$ cat src/rtl/seq_det_pkg.sv
// Shared constants and helpers for the programmable sequence detector.
// Latency: n/a (package only).
// Backpressure: n/a (package only).
package seq_det_pkg;

   localparam logic MODE_NONOVL = 1'b0;
   localparam logic MODE_OVL    = 1'b1;

   // A length of zero, or one longer than the history, means "use the full history".
   function automatic int unsigned clamp_len(input int unsigned pat_len,
                                             input int unsigned pat_w);
      if ((pat_len == 0) || (pat_len > pat_w)) begin
         return pat_w;
      end
      return pat_len;
   endfunction

endpackage

$ cat src/rtl/seq_det_history.sv
// Serial history shift register with a saturating count of valid bits.
// Latency: state updates on the edge after shift_en; *_next expose the post-shift view combinationally.
// Backpressure: none; shifts whenever shift_en is high, clr wins over shift_en.
module seq_det_history #(
   parameter int PAT_W = 8,
   parameter int LEN_W = $clog2(PAT_W + 1)
) (
   input  logic             clk,
   input  logic             reset,
   input  logic             shift_en,
   input  logic             din,
   input  logic             clr,
   output logic [PAT_W-1:0] hist_next,
   output logic [LEN_W-1:0] fill,
   output logic [LEN_W-1:0] fill_next
);

   logic [PAT_W-1:0] hist;

   // Post-shift view, used by the parent to decide a match in the same cycle the bit arrives.
   always_comb begin
      hist_next = {hist[PAT_W-2:0], din};
      fill_next = (fill == LEN_W'(PAT_W)) ? fill : fill + LEN_W'(1);
   end

   // History and fill registers; a clear discards any bit shifted in the same cycle.
   always_ff @(posedge clk) begin
      if (reset || clr) begin
         hist <= '0;
         fill <= '0;
      end else if (shift_en) begin
         hist <= hist_next;
         fill <= fill_next;
      end
   end

endmodule

$ cat src/rtl/seq_detector_prog.sv
// Programmable serial pattern detector: 1..PAT_W bit pattern, overlapping or non-overlapping, saturating match count.
// Latency: out pulses one cycle after the accepted bit that completes the pattern; match_count updates on that edge.
// Backpressure: none; bits are taken whenever in_valid is high, cfg_load discards a coincident bit.
module seq_detector_prog
   import seq_det_pkg::*;
#(
   parameter int PAT_W = 8,
   parameter int CNT_W = 16,
   parameter int LEN_W = $clog2(PAT_W + 1)
) (
   input  logic             clk,
   input  logic             reset,
   input  logic             cfg_load,
   input  logic [PAT_W-1:0] pattern,
   input  logic [LEN_W-1:0] pat_len,
   input  logic             overlap,
   input  logic             in_valid,
   input  logic             in,
   output logic             out,
   output logic [CNT_W-1:0] match_count,
   output logic [LEN_W-1:0] fill
);

   logic [PAT_W-1:0] pat_q;
   logic [LEN_W-1:0] len_q;
   logic             ovl_q;

   logic [PAT_W-1:0] hist_next;
   logic [LEN_W-1:0] fill_next;
   logic [PAT_W-1:0] mask;
   logic             accept;
   logic             hit;
   logic             hist_clr;

   // Latched configuration; a new config applies from the next accepted bit.
   always_ff @(posedge clk) begin
      if (reset) begin
         pat_q <= '0;
         len_q <= LEN_W'(PAT_W);
         ovl_q <= MODE_NONOVL;
      end else if (cfg_load) begin
         pat_q <= pattern;
         len_q <= LEN_W'(clamp_len(32'(pat_len), PAT_W));
         ovl_q <= overlap;
      end
   end

   // Match decision against the window that includes the bit arriving this cycle.
   always_comb begin
      accept   = in_valid && !cfg_load;
      // Low len_q bits set; a shift by the full width yields zero, so len_q == PAT_W gives all ones.
      mask     = ~({PAT_W{1'b1}} << len_q);
      hit      = accept && (fill_next >= len_q) && (((hist_next ^ pat_q) & mask) == '0);
      // Non-overlap restarts the window so no matched bit is reused.
      hist_clr = cfg_load || (hit && (ovl_q != MODE_OVL));
   end

   seq_det_history #(
      .PAT_W (PAT_W),
      .LEN_W (LEN_W)
   ) u_history (
      .clk       (clk),
      .reset     (reset),
      .shift_en  (accept),
      .din       (in),
      .clr       (hist_clr),
      .hist_next (hist_next),
      .fill      (fill),
      .fill_next (fill_next)
   );

   // Registered one-cycle match pulse.
   always_ff @(posedge clk) begin
      if (reset || cfg_load) begin
         out <= 1'b0;
      end else begin
         out <= hit;
      end
   end

   // Match counter, holding at all-ones.
   always_ff @(posedge clk) begin
      if (reset || cfg_load) begin
         match_count <= '0;
      end else if (hit && (match_count != '1)) begin
         match_count <= match_count + CNT_W'(1);
      end
   end

endmodule

$ cat config.mk
export PLATFORM = sky130hd
export DESIGN_NAME = seq_detector_prog
export DESIGN_NICKNAME = d
export VERILOG_FILES = /design/src/rtl/seq_det_pkg.sv /design/src/rtl/seq_det_history.sv /design/src/rtl/seq_detector_prog.sv
export SDC_FILE = /design/constraint.sdc
export NUM_CORES = 1
export LEC_CHECK = 0
export CORE_UTILIZATION = 50
export CTS_BUF_LIST = sky130_fd_sc_hd__clkbuf_4 sky130_fd_sc_hd__clkbuf_8
export CTS_CLUSTER_SIZE = 16
export DETAILED_ROUTE_END_ITERATION = 8
export PLACE_DENSITY = 0.77
export SLEW_MARGIN = 15
export SYNTH_ARGS = -nofsm -noshare
export SYNTH_HDL_FRONTEND = slang
export SYNTH_SLANG_ARGS = --single-unit
$ cat constraint.sdc
create_clock -name clk -period 3.54 [get_ports clk]
set_input_delay 0.531 -clock clk [delete_from_list [all_inputs] [get_ports clk]]
set_output_delay 0.531 -clock clk [all_outputs]
set_load 0.05 [all_outputs]
; ---- After elaboration in Yosys (flattened, before gate mapping)
; Cells that the tools add are included.
[classes]
mux = 6
n_reduce_logical = 12
eq_ne = 2
n_bitwise = 4
div = 0
n_lt_le_gt_ge = 2
n_addsub = 2
multipliers = 0
n_shift = 1
[ops]
columns = op, n
row1 = $add 16x1->16 const B, 1
row2 = $ne 16x16->1 const B, 1
row3 = $mux 4, 3
row4 = $and 8x8->8, 1
row5 = $logic_not 8->1, 1
row6 = $not 8->8, 1
row7 = $shl 8x4->8 const A, 1
row8 = $xor 8x8->8, 1
row9 = $logic_and 1x1->1, 5
row10 = $add 4x1->4 const B, 1
row11 = $eq 4x4->1 const B, 1
row12 = $ge 4x4->1, 1
row13 = $gt 4x4->1 const B, 1
row14 = $logic_not 4->1, 1
row15 = $logic_or 1x1->1, 4
row16 = $mux 1, 3
row17 = $logic_not 1->1, 1
row18 = $not 1->1, 1
[word_totals]
regBits = 41
inputBits = 18
latch_bits = 0
mem_bits_rw = 0
mem_bits_ro = 0
out_inout_bits = 21
mem_count = 0

; ---- Depth between registers and ports, before layout
[depth]
word_depth = 8
mapped_depth = 14
ltp_nobuf = 12

; ---- Cells and area by module
; A second synthesis with hierarchy kept.
[unflattened]
hier_cells = 233
area_unflattened_um2 = 2055.7
[modules_own_cells]
columns = mod, n_inst, cells_each, seq_area_each_um2, area_each_um2
row1 = seq_detector_prog, 1, 180, 600.6, 1557.7
row2 = seq_det_history, 1, 53, 220.2, 498.0

; ---- Least setup slack after synthesis
; Ideal clock, no wire load.
[synth_path]
kind = reg-to-reg
startpoint = register u_history.fill[0]
endpoint = register match_count[1]
synth_period_minus_slack_ns = 3.224
setup_time_ns = 0.128
stages_incl_launch_ff = 15
n_path_buf = 2
t_arrival_ns = 3.097
setup_slack_ns = 0.316
required_ns = 3.412
cell_sequence = dfxtp_1 -> inv_1 -> ha_1 -> nand2_1 -> nor2_1 -> xnor2_1 -> ha_1 -> nand2b_1 -> a2111oi_1 -> nor4_4 -> nand3_2 -> buf_2 -> buf_4 -> mux2i_1 -> nor2_1
[synth_via]
elab_chain_len = 6
elab_cells_between_ends = 7
classes_between = add/sub (1) / order compare (1) / eq/ne (1) / mux (1) / reduce/logical (3)
[synth_rtl]
columns = element, line
row1 = start: declaration, seq_det_history.sv:14  ; output logic [LEN_W-1:0] fill,
row2 = start signal: assignment, seq_det_history.sv:33  ; fill <= fill_next;
row3 = $add 4x1->4 or $eq 4x4->1 (tied branches), seq_det_history.sv:23  ; fill_next = (fill == LEN_W'(PAT_W)) ? fill : fill + LEN_W'(1);
row4 = $mux 4 (*), seq_det_history.sv:23
row5 = $ge 4x4->1 (*), seq_detector_prog.sv:53  ; hit = accept && (fill_next >= len_q) && (((hist_next ^ pat_q) & mask) == '0);
row6 = $logic_and 1x1->1 (*) (2 in a row), seq_detector_prog.sv:53
row7 = $logic_and 1x1->1 (*), seq_detector_prog.sv:85  ; end else if (hit && (match_count != '1)) begin
row8 = end signal: assignment, seq_detector_prog.sv:86  ; match_count <= match_count + CNT_W'(1);
row9 = end: declaration, seq_detector_prog.sv:20  ; output logic [CNT_W-1:0] match_count,
; Mark *: on every way between the ends. The rest lies on a longest branch, timed or not.
; A chain may end at the register's enable or synchronous reset.

; ---- Worst setup path in the final report
[layout_path]
startpoint = register u_history.fill[0]
endpoint = register match_count[11]
; The elaborated chain is that of the path after synthesis.

==> metrics.yaml <==
status: "finished clean"
setup_violations: 0
synth_nets: 262
ff_latch_area_um2: 820.8
synth_top_area_cell: "dfxtp_1"
critPathKind: "reg2reg"
setup_tns_ps: 0
crit_path_cell_trace: "inv_1, ha_1, nand2_1, nor2_1, xnor2_1, ha_1, nand2b_1, a2111oi_1, nor4_4, nand3_2, or4_1, a21oi_1"
highest_layer: "met4"
met3_length_um: 256
synth-seq-cells: 41
synth_seq_area_share_pct: 40.59
syn_area_um2: 2022
finalMaxSlewViolations: 0
syn2layout_area_growth_pct: 24.75
initial_core_util_pct: 53.62
synth_edf_count: 0
drc: 0
cts_hold_buf: 0
max_freq_mhz: 324.9
overflow: 0
placed_area_um2: 2431
nets: 299
vias: 1799
cts_setup_buffers: 0
h-tree-depth: 2
final_antenna_net_count: 0
diodes: 0
relSlewSlack_pct: 45.36
rr_startpoint: "u_history.fill[0]"
crit_top_cell: "ha_1"
dr.pass1.iters: 4
multi_input_area_um2: 1117
r2r_cells: 12
period_share_pct: 86.95
skew_ps: 5.909
wl_um: 4604
min_path_type: "reg2reg"
maxCapViolCount: 0
crit_path_start_kind: "flip-flop"
startpoint: "u_history.fill[0]"
rows: 22
regToRegEndpoint: "match_count[11]"
place_hpwl_um: 3378
wire_per_inst_um: 14.25
clk_latency_ps: 300
grt_pass1_vias: 1734
ios: 39
synth-main-ff-cell: "dfxtp_1"
critPathArrivalTime_ps: 3310
grt_usage_pct: 24.55
finalHoldViolCount: 0
critPathMaxStageDelay_ps: 630
ys_async_sr_fraction_pct: 0
path_max_fanout: 24
die_w_um: 65.59
cts_tree: "built"
synth_cell_types: 39
cp_data_required_time_ps: 3770
path_clk_slew_ps: 80
p_per_area_nw_per_um2: 350.3
power.leakage_uw: 0.0008818
rsz0062_at_grt: "false"
layout-drive-gt1-share_pct: 5.818
cts_resized: 0
numCtsBuffers: 5
yosysWarnings: 0
grt_max_degree: 25
r2r_setup_slack_ps: 460
nFillCells: 333
cp-end-kind: "flip-flop"
cts.sinks: 41
coreArea_um2: 3771
met2WireLength_um: 2055
clock_path_buffers: 2
crit_slowest_cell: "or4_1"
wl_met1_um: 2216
tightest_slew_ps: 814.1
grt_first_pass_wirelength_um: 8004
synthCells: 237
endpoint: "match_count[11]"
fin_area_um2: 2522
vias_per_cell: 5.570
ys_top_cells_by_area: "dfxtp_1 41%, nor2_1 5.2%, xnor2_1 5.2%, mux2i_1 5.0%, nand2_1 4.5%"
syn_area_per_cell_um2: 8.531
fin_crit_ps: 3078
cts-root-buf: "clkbuf_8"
drt_iter0_drc: 119
antenna_found_initial: 0
io_buffers: 38
synth_top_area_share_pct: 40.59
die_y_um: 65.59
gp_congestion: 0.8064
vdd_ir_drop_max_mv: 0.3335
fp.dieArea_um2: 4302
hold_depth: 2
==> layout by cell type, fill, tap and decap left out, types with 2 or more instances in the layout <==
cell type,count
dfxtp_1,41
clkdlybuf4s50_1,38
nor2_1,28
nand2_1,24
a21oi_1,17
nand3_1,12
xnor2_1,12
inv_1,10
mux2i_1,10
or4_1,7
ha_1,7
o211ai_1,5
o21ai_1,5
nand4_1,5
clkbuf_8,5
and3_1,4
o31ai_1,4
or3_1,4
o21ai_0,3
nor3_1,3
o22ai_1,3
nor2b_1,3
xor2_1,3
clkinvlp_4,3
nand2b_1,2
nor4_1,2
o21a_1,2
buf_4,2
==> power breakdown <==
group / internal [µW] / total [µW] / leakage, µW / switching, µW
Combinational: 44.6 / 91.7 / 0.000513 / 47.1
Clock: 138 / 311 / 0.0000364 / 173
Sequential: 470 / 481 / 0.000333 / 10.4
Total: 653 / 884 / 0.000882 / 231
==> critical path: cells and delay by family, from the launching register on <==
family	cells	cell delay (ps)
AND/OR/NAND/NOR	6	1680
adder cells (fa/ha/maj)	2	460
flip-flops	1	390
AO/OA/AOI/OAI	2	260
XOR/XNOR	1	130
buffers and inverters	1	110
==> registers in the layout (all words and copies together), names as in the netlist <==
register and flops:
match_count 16, pat_q 8, u_history.hist 7, len_q 4, u_history.fill 4, out 1, ovl_q 1
==> per-stage QoR <==
stage / total power, µW / cells / setup slack (ps) / hold slack [ps] / util [%]
after global routing: 915.9 / 323 / 164.5 / 513.6 / 66.89
after detailed placement: 582.7 / 315 / 474.6 / 461.2 / 64.47
after CTS: 886.2 / 323 / 460.4 / 489.8 / 66.89
after global placement: 580.4 / 315 / 579.0 / 456.5 / 64.47
after floorplan: 545.9 / 237 / 315.8 / 448.8 / -
final: 883.6 / 323 / 461.8 / 490.4 / 66.89
==> cell families (layout without fill, tap and decap cells) <==
family	count (synthesis)	count (layout)	synth area share (%)
AOI/OAI and AO/OA	46	46	15.16
xor gates and xnor gates	15	15	6.498
adders and majority gates	7	7	4.331
buffers and inverters	20	58	4.146
DFF	41	41	40.59
muxes	10	10	4.951
and+or+nand+nor	98	98	24.32
==> worst min-delay path by stage <==
| stage | to | slack, ps | start |
|---|---|---|---|
| final | u_history.hist[4] | 490 | u_history.hist[4] |
| after global routing | u_history.hist[4] | 510 | u_history.hist[3] |
| after CTS | u_history.hist[4] | 490 | u_history.hist[4] |
| after detailed placement | u_history.hist[6] | 460 | u_history.hist[6] |
| after global placement | u_history.hist[6] | 460 | u_history.hist[6] |
| after floorplan | u_history.hist[6] | 450 | u_history.hist[6] |
==> metal layers <==
layer	vias to the layer above	GRT usage, %
met5	-	0
met4	0	8.967
met3	7	7.465
met2	47	37.37
met1	827	32.51
li1	918	-
==> synthesized netlist by cell type, types with 4 or more instances <==
| cell | instances |
|---|---|
| nand2_1 | 24 |
| ha_1 | 7 |
| clkbuf_1 | 6 |
| o31ai_1 | 4 |
| a21oi_1 | 17 |
| o21ai_1 | 5 |
| xnor2_1 | 12 |
| and3_1 | 4 |
| nand3_1 | 12 |
| dfxtp_1 | 41 |
| nor2_1 | 28 |
| mux2i_1 | 10 |
| inv_1 | 10 |
| o211ai_1 | 5 |
| or3_1 | 4 |
| nand4_1 | 5 |
| or4_1 | 7 |
==> cell type report <==
class | count | share of cell area (%)
clock buffers | 5 | 2.728
multi-input cells | 176 | 44.30
inverters | 10 | 1.488
repair buffers | 40 | 15.67
clock inverters | 3 | 0.8929
well taps | 48 | 2.381
flip-flops and latches | 41 | 32.54
Power figures use the tool's default switching activity.
